`config.mk`:
```
export PLATFORM = sky130hd
export DESIGN_NAME = wb_sched
export DESIGN_NICKNAME = d
export VERILOG_FILES = /design/src/rtl/wb_sched_pkg.sv /design/src/rtl/wb_sched_rr_arbiter.sv /design/src/rtl/wb_sched.sv
export SDC_FILE = /design/constraint.sdc
export NUM_CORES = 1
export LEC_CHECK = 0
export ABC_AREA = 1
export CAP_MARGIN = 15
export CORE_MARGIN = 5
export CORE_UTILIZATION = 30
export DETAILED_ROUTE_END_ITERATION = 7
export DONT_BUFFER_PORTS = 1
export GPL_TIMING_DRIVEN = 0
export MAX_ROUTING_LAYER = met4
export PLACE_DENSITY = 0.47
export SLEW_MARGIN = 0
export SYNTH_ARGS = -nofsm -noshare
export SYNTH_HDL_FRONTEND = slang
export SYNTH_SLANG_ARGS = --single-unit
```
`constraint.sdc`:
```
create_clock -name clock -period 2.4 [get_ports clock]
set_clock_uncertainty 0.1 [all_clocks]
set_input_delay 0 -clock clock [delete_from_list [all_inputs] [get_ports clock]]
set_output_delay 0 -clock clock [all_outputs]
set_load 0.01 [all_outputs]
```
`src/rtl/wb_sched_pkg.sv`:
```
// Shared types and constants for the integer register-file writeback path.
package wb_sched_pkg;

    localparam int WORD_SIZE = 32;
    localparam int REG_NUM   = 32;

    typedef logic [WORD_SIZE-1:0]       word_t;
    typedef logic [$clog2(REG_NUM)-1:0] reg_index_t;

    typedef enum logic {
        READ_REG_DATA  = 1'b0,
        WRITE_REG_DATA = 1'b1
    } reg_file_op_t;

    localparam int WB_ALU  = 0;
    localparam int WB_LOAD = 1;
    localparam int WB_CSR  = 2;

endpackage

```
`src/rtl/wb_sched_rr_arbiter.sv`:
```
// Combinational round-robin arbiter: search starts one past the last grant and wraps.
module rr_arbiter #(
    parameter int N = 3,
    localparam int W = (N > 1) ? $clog2(N) : 1
) (
    input  logic [N-1:0] req,
    input  logic [W-1:0] last,
    output logic [N-1:0] grant,
    output logic [W-1:0] grant_idx,
    output logic         grant_any
);

    always_comb begin
        grant     = '0;
        grant_idx = '0;
        grant_any = 1'b0;
        for (int k = 1; k <= N; k++) begin
            int cand;
            cand = (int'(last) + k) % N;
            if (!grant_any && req[cand]) begin
                grant_any       = 1'b1;
                grant[cand]     = 1'b1;
                grant_idx       = W'(cand);
            end
        end
    end

endmodule

```
`src/rtl/wb_sched.sv`:
```
// Writeback scheduler: arbitrates result sources onto the single register-file write
// port and tracks pending destinations for decode stalls.
module wb_sched
    import wb_sched_pkg::*;
#(
    parameter int N_REQ = 3,
    localparam int PW = (N_REQ > 1) ? $clog2(N_REQ) : 1
) (
    input  logic                          clock,
    input  logic                          reset,
    input  logic       [N_REQ-1:0]        req_valid,
    input  reg_index_t [N_REQ-1:0]        req_rd,
    input  word_t      [N_REQ-1:0]        req_data,
    output logic       [N_REQ-1:0]        req_ready,
    output reg_file_op_t                  wb_op,
    output reg_index_t                    wb_rd,
    output word_t                         wb_data,
    input  logic                          issue_valid,
    input  reg_index_t                    issue_rd,
    output logic                          issue_ready,
    input  reg_index_t                    rs1_q,
    input  reg_index_t                    rs2_q,
    output logic                          rs1_busy,
    output logic                          rs2_busy,
    input  logic                          flush
);

    logic [PW-1:0]      rr_last;
    logic [PW-1:0]      grant_idx;
    logic               grant_any;
    logic [REG_NUM-1:0] pending;

    // Handshake: a requester transfers on the rising edge where req_valid[i] and
    // req_ready[i] are both high; until then it holds valid, rd and data stable.
    // The grant never depends on any downstream ready, so a grant is a transfer.
    rr_arbiter #(.N(N_REQ)) u_arb (
        .req       (req_valid),
        .last      (rr_last),
        .grant     (req_ready),
        .grant_idx (grant_idx),
        .grant_any (grant_any)
    );

    always_ff @(posedge clock or posedge reset) begin
        if (reset) begin
            wb_op   <= READ_REG_DATA;
            wb_rd   <= '0;
            wb_data <= '0;
            rr_last <= PW'(N_REQ - 1);
        end else if (grant_any) begin
            rr_last <= grant_idx;
            wb_op   <= (req_rd[grant_idx] != '0) ? WRITE_REG_DATA : READ_REG_DATA;
            wb_rd   <= req_rd[grant_idx];
            wb_data <= req_data[grant_idx];
        end else begin
            wb_op   <= READ_REG_DATA;
        end
    end

    // A register already pending blocks a new issue even if its write commits this
    // same edge; that one-cycle stall keeps the ready path free of a bypass.
    assign issue_ready = !issue_valid || (issue_rd == '0) || !pending[issue_rd];

    assign rs1_busy = pending[rs1_q] && (rs1_q != '0);
    assign rs2_busy = pending[rs2_q] && (rs2_q != '0);

    always_ff @(posedge clock or posedge reset) begin
        if (reset) begin
            pending <= '0;
        end else if (flush) begin
            pending <= '0;
        end else begin
            if (wb_op == WRITE_REG_DATA)
                pending[wb_rd] <= 1'b0;
            if (issue_valid && issue_ready && (issue_rd != '0))
                pending[issue_rd] <= 1'b1;
        end
    end

endmodule

```
==> impl_metrics.py, run 1 <==
metrics = {
    "status": {
        "outcome": "finished clean",
    },
    "logic_synthesis": {
        "postSynthRegisterBits": 72,
        "postSynth.asyncResetShare_pct": 100,
        "synthesis.area_sq_um": 4750,
        "number_of_warning_messages_in_the_yosys_log": 0,
        "synth_top_flop_cell": "sky130_fd_sc_hd__dfrtp_1",
        "postSynthCellCount": 684,
        "yosysSeqAreaShare_pct": 37.9,
        "synthesis.area_per_instance_sq_um": 6.95,
        "synth_enable_flop_cells": 0,
        "netlist-cell-type-count": 33,
        "net_count_after_synthesis": 821,
    },
    "timing": {
        "slew_headroom_pct": 46.0,
        "timing_worst_slew_pin_value_ns": 0.808,
        "final-max-slew-violation-count": 0,
        "setup_tns_ns": 0,
        "number_of_failing_setup_endpoints_in_the_final_timing_report": 0,
        "layout_min_cycle_time_ns": 2.38,
        "hold_violations": 0,
        "grt_setup_unrepaired": "true",
        "max_fclk_ghz": 0.421,
        "ratio_of_final_minimum_period_to_clock_period_pct": 99.0,
        "hold_slack_ns": 0.0373,
    },
    "clocking": {
        "root_buffer": "sky130_fd_sc_hd__clkbuf_16",
        "clock_latency_ns": 0.34,
        "htree_num_levels": 3,
        "numCtsBuffers": 9,
        "ctsLongestPathBuffers": 2,
        "number_of_sinks_on_the_clock_net": 72,
        "tritoncts": "yes",
        "cts.reportedPaths.clkPinSlew_ns": 0.06,
    },
    "power_and_ir_drop": {
        "leakagePower_nw": 2.98,
        "clock_group_share_of_total_power_pct": 15.0,
        "power.net_switching_mw": 4.58,
        "share_of_power_burned_in_registers_pct": 22.9,
        "post_layout_total_power_mw": 9.59,
        "combPwrFrac_pct": 62.1,
        "worst_ir_drop_on_vdd_uv": 824,
        "p_per_area_nw_per_um2": 1350,
        "p_int_mw": 5.01,
        "switching_share_pct": 47.7,
    },
    "setup_path": {
        "critical-path-top-cell-by-count": "sky130_fd_sc_hd__inv_4",
        "cp_slowest_cell": "sky130_fd_sc_hd__dfstp_2",
        "worst_r2r_path_depth": 15,
        "worstSetupPathType": "flip-flop to flip-flop",
        "worst_setup_path_start_kind": "flip-flop",
        "critPathMaxStageDelay_ns": 0.60,
        "critPathCaptureType": "flip-flop",
        "arrival_time_of_the_worst_setup_path_ns": 2.53,
        "r2r_slack_ns": 0.02,
        "critical_path.reg2reg.endpoint": "wb_data[23]",
        "required_worst_endpoint_ns": 2.56,
        "worstReg2RegStart": "rr_last[1]",
        "critPathMaxFanout": 6,
        "worst_path_cell_chain": "inv_4, ha_4, inv_4, nand2_2, nand3_2, nand2_4, nand3_4, nor2_4, nor2_4, inv_4, buf_8, buf_8, nor2_1, o21ai_1, a21oi_1",
    },
    "finish": {
        "post_route_cells_drive_above_1_share_pct": 14.5,
        "area_delta_synth_final_pct": 49.0,
        "finalNetCount": 973,
        "n_antenna_cell": 0,
        "layout.cells.non_filler": 1057,
    },
    "floorplanning": {
        "starting_utilization_of_the_core_area_pct": 30.2,
        "top_level_ports": 177,
        "core.rowCount": 46,
        "die_area_sq_um": 18500,
        "core_area_sq_um": 15700,
        "fp.dieW_um": 136,
        "dieHeight_um": 136,
    },
    "job": {
        "drv_cap": 0,
    },
    "detailed_routing": {
        "route.detailed.vias_per_inst": 5.40,
        "drtIter0Drc": 444,
        "vias": 5706,
        "postRouteWirelength_mm": 20.4,
        "detail_route.first_pass.iterations": 5,
        "routedWlPerCell_um": 19.3,
        "drc_violations_left": 0,
        "detail-route-antenna-nets": 0,
    },
    "place": {
        "io_buffer_count": 0,
        "post-place-cells": 901,
        "finalWeightedCongestion": 0.910,
        "detailed_place_hpwl_mm": 14.2,
    },
    "global_route": {
        "grt_use_total_pct": 22.1,
        "grt.overflow.total": 0,
        "initial_antenna_violation_count": 0,
        "first_global_vias": 5879,
        "maximum_number_of_pins_on_one_net_before_global_route_repair": 48,
        "grt_pass1_wl_mm": 31.0,
    },
    "min_path": {
        "holdCritPathClass": "primary input to asynchronous set/reset pin",
    },
}
==> power groups by stage <==
| stage | clock (mW) | combinational, mW | sequential [mW] |
|---|---|---|---|
| after floorplan | 0 | 3.13 | 2.04 |
| after global placement | 0 | 4.07 | 2.20 |
| after detailed placement | 0 | 4.19 | 2.20 |
| after CTS | 1.46 | 4.72 | 2.19 |
| after global routing | 1.51 | 6.46 | 2.24 |
| final | 1.44 | 5.95 | 2.20 |
==> cell usage after synthesis (4+ instances only) <==
cell type                  instances  area share (%)
sky130_fd_sc_hd__a21oi_1         108              11
sky130_fd_sc_hd__a22oi_1          15             2.4
sky130_fd_sc_hd__buf_2            11             1.2
sky130_fd_sc_hd__clkbuf_1         13             1.0
sky130_fd_sc_hd__dfrtp_1          71              37
sky130_fd_sc_hd__ha_1              4             1.1
sky130_fd_sc_hd__inv_1            65             5.1
sky130_fd_sc_hd__inv_2             6            0.47
sky130_fd_sc_hd__nand2_1          78             6.2
sky130_fd_sc_hd__nand3_1          45             4.7
sky130_fd_sc_hd__nor2_1           98             7.7
sky130_fd_sc_hd__nor2_2            5            0.66
sky130_fd_sc_hd__nor2_4            4            0.95
sky130_fd_sc_hd__nor3_1           18             1.9
sky130_fd_sc_hd__o211ai_1          8             1.3
sky130_fd_sc_hd__o21ai_0          64             6.7
sky130_fd_sc_hd__o21ai_1          32             3.4
sky130_fd_sc_hd__o22ai_1          16             2.1
==> state kept, by name (all words and copies together) (netlist names) <==
name and count:
wb_rd 5, wb_data 32, rr_last 2, wb_op 1, pending 32
==> layer usage <==
metal | track usage, % | routed length [um] | up-vias | part of all wire [%]
met5 | - | 0 | - | 0
met1 | 26.4 | 8160 | 2688 | 40
met2 | 36.7 | 10000 | 318 | 49
met3 | 4.85 | 1610 | 53 | 7.9
li1 | - | - | 2647 | -
met4 | 8.01 | 642 | 0 | 3.1
==> per-stage QoR <==
step / instance area, sq um / utilization (%) / worst slack (ns)
6_report: 7080 / 45.1 / 0.0241
3_5_place_dp: 5050 / 32.2 / -0.388
3_3_place_gp: 5020 / 32.0 / -0.528
2_1_floorplan: 4750 / - / 0.167
5_1_grt: 7080 / 45.1 / -0.0854
4_1_cts: 6700 / 42.6 / 0.0258
==> cells in the final DEF, fill, tap and decap left out, types with 3 or more instances in the layout <==
cell type | netlist | final
sky130_fd_sc_hd__o21ai_1 | 32 | 42
sky130_fd_sc_hd__nand2_1 | 78 | 66
sky130_fd_sc_hd__o22ai_1 | 16 | 16
sky130_fd_sc_hd__nand2_4 | 0 | 7
sky130_fd_sc_hd__clkbuf_16 | 0 | 12
sky130_fd_sc_hd__a22oi_2 | 0 | 4
sky130_fd_sc_hd__dlygate4sd3_1 | 0 | 120
sky130_fd_sc_hd__a22oi_1 | 15 | 11
sky130_fd_sc_hd__nand2_2 | 3 | 8
sky130_fd_sc_hd__nor2_2 | 5 | 9
sky130_fd_sc_hd__buf_6 | 3 | 7
sky130_fd_sc_hd__nand3_1 | 45 | 38
sky130_fd_sc_hd__o21ai_0 | 64 | 52
sky130_fd_sc_hd__nor2_4 | 4 | 7
sky130_fd_sc_hd__inv_2 | 6 | 6
sky130_fd_sc_hd__nand3_2 | 2 | 7
sky130_fd_sc_hd__clkbuf_8 | 0 | 5
sky130_fd_sc_hd__buf_4 | 2 | 17
sky130_fd_sc_hd__o211ai_1 | 8 | 8
sky130_fd_sc_hd__dfrtp_1 | 71 | 71
sky130_fd_sc_hd__nor2_1 | 98 | 91
sky130_fd_sc_hd__inv_4 | 0 | 6
sky130_fd_sc_hd__buf_8 | 0 | 3
sky130_fd_sc_hd__nand3_4 | 1 | 3
sky130_fd_sc_hd__buf_2 | 11 | 6
sky130_fd_sc_hd__inv_1 | 65 | 58
sky130_fd_sc_hd__clkbuf_1 | 13 | 12
sky130_fd_sc_hd__nor3_1 | 18 | 18
sky130_fd_sc_hd__a21oi_1 | 108 | 107
==> layout make-up <==
class | instances | area (sq um)
clock buffer | 14 | 284
clock inverter | 2 | 35.0
multi-input combinational | 510 | 2740
fill | 1520 | 8630
sequential | 72 | 1800
timing repair buffer | 141 | 1430
buffer | 30 | 229
inverter | 72 | 290
tap | 216 | 270
==> worst max-delay path by stage <==
| stage | from | to | slack [ns] | cells after the start |
|---|---|---|---|---|
| 2_1_floorplan | rr_last[1] | wb_data[11] | 0.17 | 11 |
| 4_1_cts | rr_last[1] | wb_data[1] | 0.03 | 13 |
| 3_3_place_gp | reset | rr_last[0] | -0.53 | 1 |
| 5_1_grt | rr_last[1] | wb_op | -0.09 | 15 |
| 6_report | rr_last[1] | wb_data[23] | 0.02 | 15 |
| 3_5_place_dp | rr_last[1] | wb_data[11] | -0.39 | 14 |
==> cells by family after synthesis <==
family                   count (synthesis)  share of synthesized area, %
AO/OA/AOI/OAI                          251                          28.5
adder cells (fa/ha/maj)                  4                          1.05
AND/OR/NAND/NOR                        255                          23.5
buffers and inverters                  102                          9.00
flip-flops                              72                          37.9
==> worst max-delay path, delay by kind of cell, from the launching register on <==
family | cells | cell delay (ns)
buffers and inverters | 5 | 0.48
adder cells (fa/ha/maj) | 1 | 0.19
AO/OA/AOI/OAI | 2 | 0.24
flip-flops | 1 | 0.60
AND/OR/NAND/NOR | 7 | 0.67
==> what timing repair did <==
action / in CTS / in global routing
setup buffers: 5 / 10
hold endpoints to repair: 141 / 0
gates cloned: 0 / 3
gates resized for setup: 30 / 72
setup endpoints to repair: 41 / 36
hold buffers: 120 / 0
pin swaps: 4 / 18
No activity file was read; power rests on OpenSTA's default activity.
==> inputs of run 2 (changes only) <==
--- a/config.mk
+++ b/config.mk
@@ -8,12 +8,13 @@
 export ABC_AREA = 1
 export CAP_MARGIN = 15
 export CORE_MARGIN = 5
-export CORE_UTILIZATION = 30
+export CORE_UTILIZATION = 40
+export CTS_BUF_LIST = sky130_fd_sc_hd__clkbuf_4
 export DETAILED_ROUTE_END_ITERATION = 7
 export DONT_BUFFER_PORTS = 1
 export GPL_TIMING_DRIVEN = 0
 export MAX_ROUTING_LAYER = met4
-export PLACE_DENSITY = 0.47
+export PLACE_DENSITY = 0.57
 export SLEW_MARGIN = 0
 export SYNTH_ARGS = -nofsm -noshare
 export SYNTH_HDL_FRONTEND = slang
==> constraint.sdc (replaced) <==
create_clock -name clock -period 2.6 [get_ports clock]
set_clock_uncertainty 0.1 [all_clocks]
set_input_delay 0 -clock clock [delete_from_list [all_inputs] [get_ports clock]]
set_output_delay 0 -clock clock [all_outputs]
set_load 0.01 [all_outputs]
==> run 2 against run 1 <==
Clock power down 56%. First-iteration DRC count down 4.7%. Count of clock-buffer cells in the layout down 2. Design area down 8.5%. Combinational power down 23%. Sequential power down 6%. Via count up 1.8%.
==> impl_metrics.py, run 2 (synthesized netlist as in run 1, its figures left out) <==
metrics = {
    "global_route": {
        "grt.overflow.total": 0,
        "grt_use_total_pct": 28.0,
        "grt_pass1_wl_mm": 30.7,
        "maximum_number_of_pins_on_one_net_before_global_route_repair": 49,
        "initial_antenna_violation_count": 0,
        "first_global_vias": 5765,
    },
    "timing": {
        "hold_violations": 0,
        "max_fclk_ghz": 0.398,
        "ratio_of_final_minimum_period_to_clock_period_pct": 96.5,
        "slew_headroom_pct": 21.8,
        "number_of_failing_setup_endpoints_in_the_final_timing_report": 0,
        "layout_min_cycle_time_ns": 2.51,
        "final-max-slew-violation-count": 0,
        "timing_worst_slew_pin_value_ns": 1.16,
    },
    "setup_path": {
        "worstSetupPathType": "flip-flop to flip-flop",
        "worstSetupStartpoint": "rr_last[1]",
        "critPathMaxStageDelay_ns": 0.58,
        "critPathTopFamily": "simple AND/OR/NAND/NOR gates",
        "arrival_time_of_the_worst_setup_path_ns": 2.78,
        "worst_path_buffer_plus_inverter_count": 3,
        "worst_setup_path_start_kind": "flip-flop",
        "cp_slowest_cell": "sky130_fd_sc_hd__dfstp_2",
        "critPathCaptureType": "flip-flop",
        "worstReg2RegStart": "rr_last[1]",
        "worst_path_cell_chain": "ha_4, inv_2, nand2_1, nand3_1, nand2_2, nand2_2, o21ai_2, nor2_4, inv_2, nor2_4, clkbuf_4, o21ai_0, o21ai_1",
        "required_worst_endpoint_ns": 2.87,
        "critPathMaxFanout": 10,
    },
    "finish": {
        "area_delta_synth_final_pct": 36.4,
        "finalNetCount": 965,
        "final_cell_mix": "sky130_fd_sc_hd__dlygate4sd3_1, sky130_fd_sc_hd__a21oi_1, sky130_fd_sc_hd__nor2_1",
        "post_route_cells_drive_above_1_share_pct": 9.60,
        "top_regs": "pending x32, wb_data x32, wb_rd x5",
        "layout_commonest_cell": "sky130_fd_sc_hd__dlygate4sd3_1",
        "n_antenna_cell": 0,
        "layout.core_utilization_pct": 56.3,
    },
    "detailed_routing": {
        "drtIter0Drc": 423,
        "detail_route.first_pass.iterations": 5,
        "routedWlPerCell_um": 20.5,
        "route.detailed.vias_per_inst": 5.95,
        "postRouteWirelength_mm": 20.0,
        "detail-route-antenna-nets": 0,
        "vias": 5806,
        "drc_violations_left": 0,
    },
    "floorplanning": {
        "fp.dieW_um": 119,
        "starting_utilization_of_the_core_area_pct": 41.3,
        "dieHeight_um": 119,
        "top_level_ports": 177,
        "die_area_sq_um": 14200,
        "core.rowCount": 39,
        "core_area_sq_um": 11500,
    },
    "job": {
        "drv_cap": 0,
    },
    "min_path": {
        "holdCritPathClass": "primary input to output pin",
        "hold_path_startpoint": "rs2_q[4]",
    },
    "clocking": {
        "number_of_sinks_on_the_clock_net": 72,
        "root_buffer": "sky130_fd_sc_hd__clkbuf_4",
        "ctsLongestPathBuffers": 2,
        "tritoncts": "yes",
        "htree_num_levels": 3,
        "clock_latency_ns": 0.44,
        "numCtsBuffers": 9,
        "cts.reportedPaths.clkPinSlew_ns": 0.12,
    },
    "place": {
        "finalWeightedCongestion": 0.921,
        "io_buffer_count": 0,
        "detailed_place_hpwl_mm": 13.5,
    },
    "power_and_ir_drop": {
        "post_layout_total_power_mw": 7.29,
        "worst_ir_drop_on_vdd_uv": 1160,
        "leakagePower_nw": 2.78,
        "p_per_area_nw_per_um2": 1120,
    },
    "status": {
        "outcome": "finished clean",
    },
}
[run 2: per-layer routing]
layer	vias up	part of all wire (%)	wire length (um)	track usage (%)
li1	2629	-	-	-
met1	2699	38	7600	33.3
met2	407	48	9590	45.6
met3	71	9.3	1860	4.12
met4	0	4.9	986	15.4
met5	-	0	0	-
[run 2: path summary, 6_finish.rpt]
| check | endpoint | slack (ns) | cells after the start |
|---|---|---|---|
| min reg2reg | pending[0] | 0.46 | 2 |
| min in group asynchronous | pending[17] | 0.50 | 4 |
| max reg2reg | wb_data[14] | 0.09 | 13 |
| max in group asynchronous | rr_last[1] | 1.57 | 4 |
| max | wb_data[14] | 0.09 | 13 |
| min | rs2_busy | 0.03 | 1 |
[run 2: metrics by stage]
stage | instance area, sq um | TNS [ns] | hold WS, ns | setup WS, ns | instances
2_1_floorplan | 4750 | 0 | -0.0336 | 0.367 | 684
3_3_place_gp | 4930 | -12.50 | -0.0279 | -0.180 | 827
3_5_place_dp | 4970 | -0.0804 | -0.219 | -0.0169 | 829
4_1_cts | 6360 | 0 | 0.0343 | 0.00304 | 971
5_1_grt | 6480 | -0.102 | 0.0398 | -0.0325 | 976
6_report | 6480 | 0 | 0.0316 | 0.0905 | 976
[run 2: power by group]
group	internal [mW]	total (mW)	switching (mW)
Sequential	1.52	2.06	0.545
Combinational	1.67	4.58	2.91
Clock	0.226	0.640	0.413
Total	3.41	7.29	3.87
[run 2: worst reg2reg max path, delay by kind of cell (launching register included)]
kind,cells,cell delay [ns]
flip-flops,1,0.58
AO/OA/AOI/OAI,3,0.38
buffers and inverters,3,0.42
AND/OR/NAND/NOR,6,0.74
adder cells (fa/ha/maj),1,0.23
[run 2: what timing repair did]
item / in CTS / in global routing
pin swaps: 0 / 5
gates resized for setup: 4 / 29
buffers inserted: 0 / 5
hold endpoints to repair: 143 / 0
hold buffers: 126 / 0
endpoints found under the setup margin: 13 / 39
[run 2: final cells by class]
cell class,count,area [sq um]
Fill cell,1058,5030
Buffer,30,190
Sequential cell,72,1800
Clock buffer,12,90.1
Inverter,72,277
Timing Repair Buffer,133,1340
Tap cell,143,179
Multi-Input combinational cell,510,2570
Clock inverter,4,23.8
